<file path="config.mk">
export PLATFORM = sky130hd
export DESIGN_NAME = pampy_fetch_unit
export DESIGN_NICKNAME = d
export VERILOG_FILES = /design/src/rtl/pampy_fetch_unit.sv
export SDC_FILE = /design/constraint.sdc
export NUM_CORES = 1
export LEC_CHECK = 0
export BUFFER_PORTS_ARGS = -buffer_cell sky130_fd_sc_hd__buf_2
export CORE_ASPECT_RATIO = 2
export CORE_MARGIN = 8
export CORE_UTILIZATION = 57
export CTS_BUF_LIST = sky130_fd_sc_hd__clkbuf_8
export DETAILED_ROUTE_END_ITERATION = 10
export PLACE_DENSITY = 0.88
export SETUP_SLACK_MARGIN = 0.05
export SLEW_MARGIN = 20
export SYNTH_ARGS = -nofsm -noshare
export SYNTH_HDL_FRONTEND = slang
export SYNTH_SLANG_ARGS = --single-unit
</file>
<file path="constraint.sdc">
create_clock -name clk -period 2.39 [get_ports clk]
set_clock_uncertainty 0.2 [all_clocks]
set_input_delay 0.239 -clock clk [delete_from_list [all_inputs] [get_ports clk]]
set_output_delay 0.239 -clock clk [all_outputs]
set_load 0.03 [all_outputs]
</file>
<file path="src/rtl/pampy_fetch_unit.sv">
// Instruction prefetch unit: keeps a two-entry buffer of {opcode, argument, pc}
// filled from program memory with at most one read in flight; jumps flush it.
module pampy_fetch_unit #(
  parameter int ADDR_WIDTH        = 12,
  parameter int DATA_WIDTH        = 8,
  parameter int INSTRUCTION_WIDTH = 16
) (
  input  logic                         clk,
  input  logic                         reset,
  output logic                         MEM_REQ,
  output logic [ADDR_WIDTH-1:0]        MEM_ADDR,
  input  logic                         MEM_RVALID,
  input  logic [INSTRUCTION_WIDTH-1:0] MEM_RDATA,
  output logic                         INSTR_VALID,
  input  logic                         INSTR_READY,
  output logic [DATA_WIDTH-1:0]        INSTR_OUT,
  output logic [DATA_WIDTH-1:0]        ARG_OUT,
  output logic [ADDR_WIDTH-1:0]        INSTR_PC,
  input  logic                         JUMP_EN,
  input  logic [ADDR_WIDTH-1:0]        JUMP_ADDR,
  output logic [1:0]                   BUF_COUNT
);

  localparam logic [1:0] ST_FETCH   = 2'd0;
  localparam logic [1:0] ST_WAIT    = 2'd1;
  localparam logic [1:0] ST_DISCARD = 2'd2;
  localparam logic [ADDR_WIDTH-1:0] PC_ONE  = {{(ADDR_WIDTH-1){1'b0}}, 1'b1};
  localparam logic [ADDR_WIDTH-1:0] PC_ZERO = {ADDR_WIDTH{1'b0}};
  localparam logic [DATA_WIDTH-1:0] D_ZERO  = {DATA_WIDTH{1'b0}};

  logic [1:0]            state_r;
  logic [ADDR_WIDTH-1:0] fetch_pc_r;
  logic [ADDR_WIDTH-1:0] mem_addr_r;
  logic                  mem_req_r;
  logic [1:0]            count_r;
  logic                  valid_r;
  logic [DATA_WIDTH-1:0] head_op_r;
  logic [DATA_WIDTH-1:0] head_arg_r;
  logic [ADDR_WIDTH-1:0] head_pc_r;
  logic [DATA_WIDTH-1:0] tail_op_r;
  logic [DATA_WIDTH-1:0] tail_arg_r;
  logic [ADDR_WIDTH-1:0] tail_pc_r;

  logic                  issue_s;
  logic                  push_s;
  logic                  pop_s;
  logic [DATA_WIDTH-1:0] rd_op_s;
  logic [DATA_WIDTH-1:0] rd_arg_s;

  // Handshake decodes; a jump overrides fetch, push and pop alike.
  always_comb begin
    issue_s  = (state_r == ST_FETCH) && (count_r < 2'd2) && !JUMP_EN;
    push_s   = (state_r == ST_WAIT) && MEM_RVALID && !JUMP_EN;
    pop_s    = valid_r && INSTR_READY && !JUMP_EN;
    rd_op_s  = MEM_RDATA[INSTRUCTION_WIDTH-1 -: DATA_WIDTH];
    rd_arg_s = MEM_RDATA[DATA_WIDTH-1:0];
  end

  // Fetch sequencer: request issue, fetch pc and in-flight read tracking.
  always_ff @(posedge clk or negedge reset) begin
    if (!reset) begin
      state_r    <= ST_FETCH;
      fetch_pc_r <= PC_ZERO;
      mem_req_r  <= 1'b0;
      mem_addr_r <= PC_ZERO;
    end else begin
      mem_req_r <= issue_s;
      if (issue_s) begin
        mem_addr_r <= fetch_pc_r;
        fetch_pc_r <= fetch_pc_r + PC_ONE;
      end else if (JUMP_EN) begin
        fetch_pc_r <= JUMP_ADDR;
      end
      case (state_r)
        ST_FETCH:   state_r <= issue_s ? ST_WAIT : ST_FETCH;
        // A jump with the read still in flight must swallow its late data.
        ST_WAIT: begin
          if (MEM_RVALID)   state_r <= ST_FETCH;
          else if (JUMP_EN) state_r <= ST_DISCARD;
          else              state_r <= ST_WAIT;
        end
        ST_DISCARD: state_r <= MEM_RVALID ? ST_FETCH : ST_DISCARD;
        default:    state_r <= ST_FETCH;
      endcase
    end
  end

  // Two-entry buffer; the head registers drive the instruction outputs directly.
  always_ff @(posedge clk or negedge reset) begin
    if (!reset) begin
      count_r    <= 2'd0;
      valid_r    <= 1'b0;
      head_op_r  <= D_ZERO;
      head_arg_r <= D_ZERO;
      head_pc_r  <= PC_ZERO;
      tail_op_r  <= D_ZERO;
      tail_arg_r <= D_ZERO;
      tail_pc_r  <= PC_ZERO;
    end else if (JUMP_EN) begin
      count_r <= 2'd0;
      valid_r <= 1'b0;
    end else begin
      case (count_r)
        2'd0: begin
          if (push_s) begin
            head_op_r  <= rd_op_s;
            head_arg_r <= rd_arg_s;
            head_pc_r  <= mem_addr_r;
            count_r    <= 2'd1;
            valid_r    <= 1'b1;
          end
        end
        2'd1: begin
          if (push_s && pop_s) begin
            head_op_r  <= rd_op_s;
            head_arg_r <= rd_arg_s;
            head_pc_r  <= mem_addr_r;
          end else if (push_s) begin
            tail_op_r  <= rd_op_s;
            tail_arg_r <= rd_arg_s;
            tail_pc_r  <= mem_addr_r;
            count_r    <= 2'd2;
          end else if (pop_s) begin
            count_r <= 2'd0;
            valid_r <= 1'b0;
          end
        end
        2'd2: begin
          if (pop_s) begin
            head_op_r  <= tail_op_r;
            head_arg_r <= tail_arg_r;
            head_pc_r  <= tail_pc_r;
            if (push_s) begin
              tail_op_r  <= rd_op_s;
              tail_arg_r <= rd_arg_s;
              tail_pc_r  <= mem_addr_r;
            end else begin
              count_r <= 2'd1;
            end
          end
        end
        default: begin
          count_r <= 2'd0;
          valid_r <= 1'b0;
        end
      endcase
    end
  end

  assign MEM_REQ     = mem_req_r;
  assign MEM_ADDR    = mem_addr_r;
  assign INSTR_VALID = valid_r;
  assign INSTR_OUT   = head_op_r;
  assign ARG_OUT     = head_arg_r;
  assign INSTR_PC    = head_pc_r;
  assign BUF_COUNT   = count_r;

endmodule
</file>
==> impl_metrics.prom, run 1 <==
# TYPE chip_impl_metric gauge
chip_impl_metric{name="period_share",unit=""} 0.898
chip_impl_metric{name="post-route-drc-count",unit=""} 0
chip_impl_metric{name="syn-num-nets",unit=""} 351
chip_impl_metric{name="worst_skew_pair.late_latency",unit="ns"} 0.35
chip_impl_info{name="netlist_top_cells_area",value="sky130_fd_sc_hd__dfrtp_1, sky130_fd_sc_hd__mux2_2, sky130_fd_sc_hd__o21ai_0, sky130_fd_sc_hd__mux2i_1, sky130_fd_sc_hd__xnor2_1"} 1
chip_impl_info{name="hp-start",value="JUMP_EN"} 1
chip_impl_metric{name="maxSlewViolCount",unit=""} 0
chip_impl_metric{name="grtUsageTotal",unit=""} 0.199
chip_impl_metric{name="drv_cap",unit=""} 0
chip_impl_metric{name="totalWireLength",unit="um"} 9150
chip_impl_metric{name="largest_net_degree_at_the_start_of_global_routing",unit=""} 40
chip_impl_metric{name="cts_made_buffers",unit=""} 9
chip_impl_metric{name="grt_pass1_vias",unit=""} 3010
chip_impl_info{name="crit_start",value="fetch_pc_r[0]$_DFFE_PN0P_"} 1
chip_impl_metric{name="cts.sinks",unit=""} 86
chip_impl_metric{name="die-width",unit="um"} 74.1
chip_impl_metric{name="ff2ff_setup_slack",unit="ns"} 0.24
chip_impl_metric{name="required",unit="ns"} 2.42
chip_impl_metric{name="synth-seq-area-share",unit=""} 0.560
chip_impl_metric{name="design.portCount",unit=""} 77
chip_impl_info{name="setup.worst_path.class",value="reg2reg"} 1
chip_impl_metric{name="post_route_cells_drive_above_1_share",unit=""} 0.345
chip_impl_metric{name="max-clock-path-buffers",unit=""} 2
chip_impl_metric{name="synth_async_sr_flop_share",unit=""} 1.00
chip_impl_metric{name="globalRouteOverflowTotal",unit=""} 0
chip_impl_info{name="topRoutingLayerUsed",value="met4"} 1
chip_impl_info{name="worst_r2r_endpoint",value="fetch_pc_r[10]$_DFFE_PN0P_"} 1
chip_impl_info{name="r2r_start",value="fetch_pc_r[0]$_DFFE_PN0P_"} 1
chip_impl_metric{name="die_height",unit="um"} 132
chip_impl_metric{name="drt.antenna.violating_nets",unit=""} 0
chip_impl_metric{name="worstMarginPinSlew",unit="ns"} 0.717
chip_impl_metric{name="vdd_ir_drop_max",unit="V"} 0.000464
chip_impl_metric{name="setup-tns-final",unit="ns"} 0
chip_impl_info{name="root_buffer",value="sky130_fd_sc_hd__clkbuf_8"} 1
chip_impl_metric{name="wl_on_met1",unit="um"} 3360
chip_impl_info{name="min_path_type",value="in2reg"} 1
chip_impl_metric{name="netlist-cell-type-count",unit=""} 37
chip_impl_info{name="rsz0062_at_grt",value="no"} 1
chip_impl_info{name="outcome",value="finished, final reports clean"} 1
chip_impl_metric{name="synth.avg_cell_area",unit="sq um"} 12.1
chip_impl_metric{name="design.die.area",unit="sq mm"} 0.00979
chip_impl_metric{name="synth-edff-count",unit=""} 0
chip_impl_metric{name="first_iter_violations",unit=""} 224
chip_impl_metric{name="initial_utilization",unit=""} 0.585
chip_impl_metric{name="mappedNetlistArea",unit="sq mm"} 0.00384
chip_impl_metric{name="synth.yosys.warnings",unit=""} 0
chip_impl_metric{name="floorplan.rows",unit=""} 42
chip_impl_metric{name="cts_post_setup_buffers_inserted",unit=""} 0
chip_impl_metric{name="ys_ff_latch",unit=""} 86
chip_impl_metric{name="route.vias.total",unit=""} 2864
chip_impl_metric{name="design.core.area",unit="sq mm"} 0.00657
chip_impl_metric{name="vias_per_cell",unit=""} 5.54
chip_impl_metric{name="max_clock_freq",unit="MHz"} 466
chip_impl_metric{name="port_buffers",unit=""} 76
chip_impl_info{name="synth_flop_cell",value="sky130_fd_sc_hd__dfrtp_1"} 1
chip_impl_metric{name="powerDensity",unit="mW/mm^2"} 922
chip_impl_metric{name="htree_levels",unit=""} 3
chip_impl_metric{name="crit_path_max_fanout",unit=""} 6
chip_impl_metric{name="wl_met3",unit="um"} 480
chip_impl_metric{name="dp_hpwl",unit="um"} 6340
chip_impl_metric{name="final_nets",unit=""} 458
chip_impl_metric{name="grt_pass1_wl",unit="um"} 14800
chip_impl_metric{name="drtPass1Iterations",unit=""} 4
chip_impl_metric{name="fillerInstances",unit=""} 434
chip_impl_metric{name="grt_antenna_before_repair",unit=""} 0
chip_impl_metric{name="detail_route.wl_per_cell",unit="um"} 17.7
chip_impl_metric{name="r2r.worst_path.cells",unit=""} 5
chip_impl_metric{name="final_hold_viol_count",unit=""} 0
chip_impl_metric{name="finalSetupViolCount",unit=""} 0
chip_impl_metric{name="finalCriticalPeriod",unit="ns"} 2.15
chip_impl_info{name="critical_path.startpoint_type",value="flop"} 1
chip_impl_metric{name="min_delay_path_depth",unit=""} 2
chip_impl_metric{name="diodes",unit=""} 0
chip_impl_metric{name="netlist_instances",unit=""} 317
chip_impl_metric{name="synth_top_cell_area_share",unit=""} 0.560
chip_impl_info{name="synth_area_leader_cell",value="sky130_fd_sc_hd__dfrtp_1"} 1
chip_impl_metric{name="synthToLayoutAreaGrowth",unit="%"} 25.0
chip_impl_info{name="clock_tree_from_tritoncts",value="yes"} 1
chip_impl_metric{name="hold-worst-slack",unit="ns"} 0.110
chip_impl_info{name="end_kind",value="flop"} 1
chip_impl_metric{name="place.gp.congestion",unit=""} 0.863
chip_impl_metric{name="leakagePower",unit="uW"} 0.00245
chip_impl_metric{name="met2WireLength",unit="um"} 5070
chip_impl_metric{name="cts.clk_slew.worst_paths",unit="ns"} 0.08
chip_impl_metric{name="timing.critical_path.arrival",unit="ns"} 2.18
chip_impl_info{name="hold_end",value="BUF_COUNT[1]$_DFFE_PN0P_"} 1
chip_impl_metric{name="timing.slew.headroom",unit=""} 0.518
==> what timing repair did <==
action | 4_1_cts | 5_1_grt
hold buffers | 30 | 0
endpoints found under the hold margin | 74 | 0
resized for setup | 0 | 1
setup endpoints to repair | 0 | 27
==> cell usage after synthesis (2+ instances only) <==
cell / instances
sky130_fd_sc_hd__buf_6: 4
sky130_fd_sc_hd__nor2_1: 6
sky130_fd_sc_hd__mux2_2: 39
sky130_fd_sc_hd__buf_2: 2
sky130_fd_sc_hd__clkbuf_1: 9
sky130_fd_sc_hd__mux2_1: 2
sky130_fd_sc_hd__o21ai_1: 7
sky130_fd_sc_hd__nand2_1: 18
sky130_fd_sc_hd__nor3_1: 4
sky130_fd_sc_hd__buf_4: 4
sky130_fd_sc_hd__dfrtp_1: 86
sky130_fd_sc_hd__nand3_1: 2
sky130_fd_sc_hd__o21ai_0: 60
sky130_fd_sc_hd__xor2_1: 4
sky130_fd_sc_hd__xnor2_1: 8
sky130_fd_sc_hd__inv_1: 6
sky130_fd_sc_hd__nand4_1: 5
sky130_fd_sc_hd__a21oi_1: 2
sky130_fd_sc_hd__nor4_1: 3
sky130_fd_sc_hd__mux2i_1: 29
==> placed cells by master (no fill, tap or decap), drive strengths merged, types with 2 or more instances in the layout <==
master,n
clkinv,2
nand4,5
xnor2,8
nand2,18
inv,7
dlygate4sd3,30
o21ai,67
nor3,4
nand3,2
nor2,6
clkbuf,12
nor4,4
a21oi,2
mux2,41
mux2i,29
buf,85
xor2,4
dfrtp,86
==> worst max path at each step <==
stage	to	slack, ns
6_report	fetch_pc_r[10]$_DFFE_PN0P_	0.24
5_1_grt	INSTR_PC[8]$_DFFE_PN0P_	0.15
4_1_cts	INSTR_PC[8]$_DFFE_PN0P_	0.08
3_5_place_dp	INSTR_PC[8]$_DFFE_PN0P_	0.09
3_3_place_gp	INSTR_PC[4]$_DFFE_PN0P_	0.23
2_1_floorplan	tail_arg_r[4]$_DFFE_PN0P_	0.35
==> sequential cells by signal, indices dropped and copies added (netlist names), 2 cells and up <==
signal,flops
MEM_ADDR,12
tail_op_r,8
tail_arg_r,8
tail_pc_r,12
fetch_pc_r,12
state_r,2
ARG_OUT,8
BUF_COUNT,2
INSTR_PC,12
INSTR_OUT,8
==> power by group <==
group / leakage [uW] / switching, uW / total [uW] / internal, uW
combinational: 0.00125 / 880 / 1390 / 510
sequential: 0.00110 / 263 / 2100 / 1840
clock: 0.0000996 / 488 / 943 / 456
==> metal layers <==
| layer | track usage | vias up |
|---|---|---|
| met3 | 0.0465 | 16 |
| met5 | 0 | - |
| li1 | - | 1342 |
| met4 | 0.105 | 0 |
| met1 | 0.220 | 1410 |
| met2 | 0.334 | 96 |
==> through the flow <==
stage           util  instances  power [uW]  cell area [sq um]  setup WS (ns)
6_report       0.732        517        4430               4810          0.243
5_1_grt        0.732        517        4670               4810          0.149
4_1_cts        0.732        517        4450               4810         0.0836
3_5_place_dp   0.658        471        3480               4320         0.0904
3_3_place_gp   0.658        471        3400               4320          0.228
2_1_floorplan      -        317        2990               3840          0.347
==> kinds of logic after synthesis <==
group	Yosys count	synth area share
compound gates	76	0.109
xor+xnor	12	0.0273
fa+ha+maj	1	0.00325
buf+inv	25	0.0368
flops	86	0.560
mux	70	0.196
simple gates	47	0.0687
==> final cells by class <==
type                    count  area [sq um]  area share
multi-input cells         206          1560       0.325
inverters                   6          22.5     0.00469
clock buffers              12           165      0.0344
clock inverters             4          21.3     0.00442
flip-flops and latches     86          2150       0.448
repair buffers            115           776       0.161
well taps                  88           110      0.0229
==> critical path, stage by stage (launching register included) <==
cell                      delay [ns]
sky130_fd_sc_hd__dfrtp_1        0.46
sky130_fd_sc_hd__ha_1           0.25
sky130_fd_sc_hd__or4b_4         0.53
sky130_fd_sc_hd__nor4_4         0.33
sky130_fd_sc_hd__xnor2_1        0.18
sky130_fd_sc_hd__o21ai_1        0.08
Note: power is estimated with default switching activity, not from simulation.
==> run 2, diff against run 1 <==
- PLACE_DENSITY: 0.88 -> 0.78
==> impl_metrics.prom, run 2 (synthesized netlist as in run 1, its figures left out) <==
# TYPE chip_impl_metric gauge
chip_impl_info{name="outcome",value="finished, final reports clean"} 1
chip_impl_metric{name="crit_path_max_fanout",unit=""} 6
chip_impl_info{name="global_route.peak_usage_layer",value="met2"} 1
chip_impl_metric{name="grt_pass1_wl",unit="um"} 14400
chip_impl_metric{name="place.gp.congestion",unit=""} 0.810
chip_impl_metric{name="largest_net_degree_at_the_start_of_global_routing",unit=""} 51
chip_impl_metric{name="synthToLayoutAreaGrowth",unit="%"} 25.5
chip_impl_metric{name="dp_hpwl",unit="um"} 6090
chip_impl_info{name="r2r_start",value="state_r[1]$_DFF_PN0_"} 1
chip_impl_metric{name="required",unit="ns"} 2.42
chip_impl_metric{name="post-place-cells",unit=""} 470
chip_impl_info{name="cp_slowest_cell",value="sky130_fd_sc_hd__or3_4"} 1
chip_impl_metric{name="timing.slew.headroom",unit=""} 0.580
chip_impl_info{name="critical_path.startpoint_type",value="flop"} 1
chip_impl_metric{name="max-clock-path-buffers",unit=""} 2
chip_impl_metric{name="grt_antenna_before_repair",unit=""} 0
chip_impl_info{name="setup.worst_path.class",value="reg2reg"} 1
chip_impl_metric{name="leakagePower",unit="uW"} 0.00246
chip_impl_metric{name="final_hold_viol_count",unit=""} 0
chip_impl_metric{name="area.sequential",unit="sq mm"} 0.00215
chip_impl_metric{name="route.vias.total",unit=""} 2836
chip_impl_metric{name="cts_made_buffers",unit=""} 9
chip_impl_info{name="mostFrequentLayoutCell",value="sky130_fd_sc_hd__dfrtp_1"} 1
chip_impl_metric{name="finalSetupViolCount",unit=""} 0
chip_impl_metric{name="vias_per_cell",unit=""} 5.50
chip_impl_metric{name="groute.layer.met2.usage",unit=""} 0.336
chip_impl_metric{name="cts.clk_slew.worst_paths",unit="ns"} 0.07
chip_impl_metric{name="worst_skew_pair.late_latency",unit="ns"} 0.34
chip_impl_metric{name="multi_input_comb_area",unit="sq mm"} 0.00156
chip_impl_metric{name="finalCriticalPeriod",unit="ns"} 2.05
chip_impl_info{name="clock_tree_from_tritoncts",value="yes"} 1
chip_impl_metric{name="grtUsageTotal",unit=""} 0.191
chip_impl_info{name="end_kind",value="flop"} 1
chip_impl_metric{name="globalRouteOverflowTotal",unit=""} 0
chip_impl_metric{name="totalWireLength",unit="um"} 8610
chip_impl_metric{name="cts_post_setup_buffers_inserted",unit=""} 0
chip_impl_metric{name="cts.sinks",unit=""} 86
chip_impl_metric{name="post_route_cells_drive_above_1_share",unit=""} 0.341
chip_impl_metric{name="htree_levels",unit=""} 3
chip_impl_metric{name="post-route-drc-count",unit=""} 0
chip_impl_metric{name="grt_util_met3",unit=""} 0.0389
chip_impl_metric{name="ff2ff_setup_slack",unit="ns"} 0.34
chip_impl_metric{name="powerDensity",unit="mW/mm^2"} 924
chip_impl_metric{name="diodes",unit=""} 0
chip_impl_metric{name="worstMarginPinSlew",unit="ns"} 0.625
chip_impl_metric{name="r2r.worst_path.cells",unit=""} 5
chip_impl_metric{name="first_iter_violations",unit=""} 181
chip_impl_metric{name="design.portCount",unit=""} 77
chip_impl_metric{name="setup-tns-final",unit="ns"} 0
chip_impl_info{name="worst_r2r_endpoint",value="fetch_pc_r[11]$_DFFE_PN0P_"} 1
chip_impl_metric{name="max_clock_freq",unit="MHz"} 487
chip_impl_info{name="root_buffer",value="sky130_fd_sc_hd__clkbuf_8"} 1
chip_impl_metric{name="maxSlewViolCount",unit=""} 0
chip_impl_info{name="min_path_type",value="in2async"} 1
chip_impl_metric{name="drtPass1Iterations",unit=""} 4
chip_impl_info{name="worstPathCellList",value="buf_4 > or3_4 > nor4_1 > xor2_1 > mux2_2"} 1
chip_impl_metric{name="die_height",unit="um"} 132
chip_impl_metric{name="initial_utilization",unit=""} 0.585
chip_impl_metric{name="timing.critical_path.arrival",unit="ns"} 2.08
chip_impl_metric{name="critical-path-max-stage-delay",unit="ns"} 0.43
chip_impl_metric{name="gr-usage-met1",unit=""} 0.203
chip_impl_info{name="mostFrequentLayoutCells",value="sky130_fd_sc_hd__dfrtp_1, sky130_fd_sc_hd__buf_2, sky130_fd_sc_hd__o21ai_0, sky130_fd_sc_hd__mux2_2, sky130_fd_sc_hd__dlygate4sd3_1"} 1
chip_impl_metric{name="vdd_ir_drop_max",unit="V"} 0.000775
chip_impl_metric{name="fillerInstances",unit=""} 471
chip_impl_info{name="rsz0062_at_grt",value="no"} 1
chip_impl_metric{name="layoutNonFillerInstCount",unit=""} 516
chip_impl_metric{name="design.core.area",unit="sq mm"} 0.00657
chip_impl_metric{name="floorplan.rows",unit=""} 42
chip_impl_metric{name="grt_pass1_vias",unit=""} 3017
chip_impl_metric{name="final_nets",unit=""} 457
chip_impl_metric{name="drv_cap",unit=""} 0
chip_impl_metric{name="port_buffers",unit=""} 76
chip_impl_metric{name="period_share",unit=""} 0.859
chip_impl_metric{name="die-width",unit="um"} 74.1
chip_impl_info{name="crit_start",value="state_r[1]$_DFF_PN0_"} 1
chip_impl_metric{name="drt.antenna.violating_nets",unit=""} 0
chip_impl_metric{name="design.die.area",unit="sq mm"} 0.00979
chip_impl_metric{name="detail_route.wl_per_cell",unit="um"} 16.7
-- run 2: cell types whose count changed in the layout (fill, tap and decap cells not counted), sizes merged --
cell and delta:
clkinv -1, buf -1, inv +1, bufinv +1
clkbuf -1
-- run 2: area by class of cell --
| class | count | area share |
|---|---|---|
| Clock buffer | 11 | 0.0314 |
| Multi-Input combinational cell | 206 | 0.323 |
| Timing Repair Buffer | 114 | 0.162 |
| Clock inverter | 5 | 0.0104 |
| Sequential cell | 86 | 0.446 |
| Tap cell | 88 | 0.0228 |
| Inverter | 6 | 0.00467 |
-- run 2: power breakdown --
group / switching (uW) / internal (uW)
clock network: 467 / 531
logic: 858 / 510
registers: 257 / 1840
total: 1580 / 2880
-- run 2: critical path, delay by kind of cell (launching register included) --
family / cells / cell delay (ns)
and+or+nand+nor: 2 / 0.79
DFF: 1 / 0.37
muxes: 1 / 0.29
buffers and inverters: 1 / 0.15
xor gates and xnor gates: 1 / 0.14
-- run 2: stage by stage --
step / setup slack [ns] / hold slack [ns] / power [uW] / util / instance area (sq um)
detailed placement: 0.105 / 0.0262 / 3470 / 0.658 / 4330
floorplan: 0.347 / -0.257 / 2990 / - / 3840
CTS: 0.0924 / 0.167 / 4510 / 0.735 / 4830
global route: 0.184 / 0.213 / 4710 / 0.735 / 4830
global placement: 0.223 / 0.0224 / 3410 / 0.658 / 4330
finish: 0.337 / 0.181 / 4460 / 0.735 / 4830
-- run 2: layer usage --
layer  vias to the layer above  routed length [um]
met3                        12                 473
met5                         -                   0
met4                         0                 205
met2                        79                4800
li1                       1349                   -
met1                      1396                3130
-- run 2: worst max-delay path by stage --
stage / endpoint / slack, ns
detailed placement: INSTR_OUT[1]$_DFFE_PN0P_ / 0.11
floorplan: tail_arg_r[4]$_DFFE_PN0P_ / 0.35
global placement: INSTR_PC[7]$_DFFE_PN0P_ / 0.22
finish: fetch_pc_r[11]$_DFFE_PN0P_ / 0.34
CTS: INSTR_OUT[1]$_DFFE_PN0P_ / 0.09
global route: INSTR_OUT[1]$_DFFE_PN0P_ / 0.18
-- run 2: timing repair --
action                                 CTS  global route
endpoints found under the hold margin   73             0
setup endpoints to repair                0            27
resized for setup                        0             1
hold buffers                            30             0
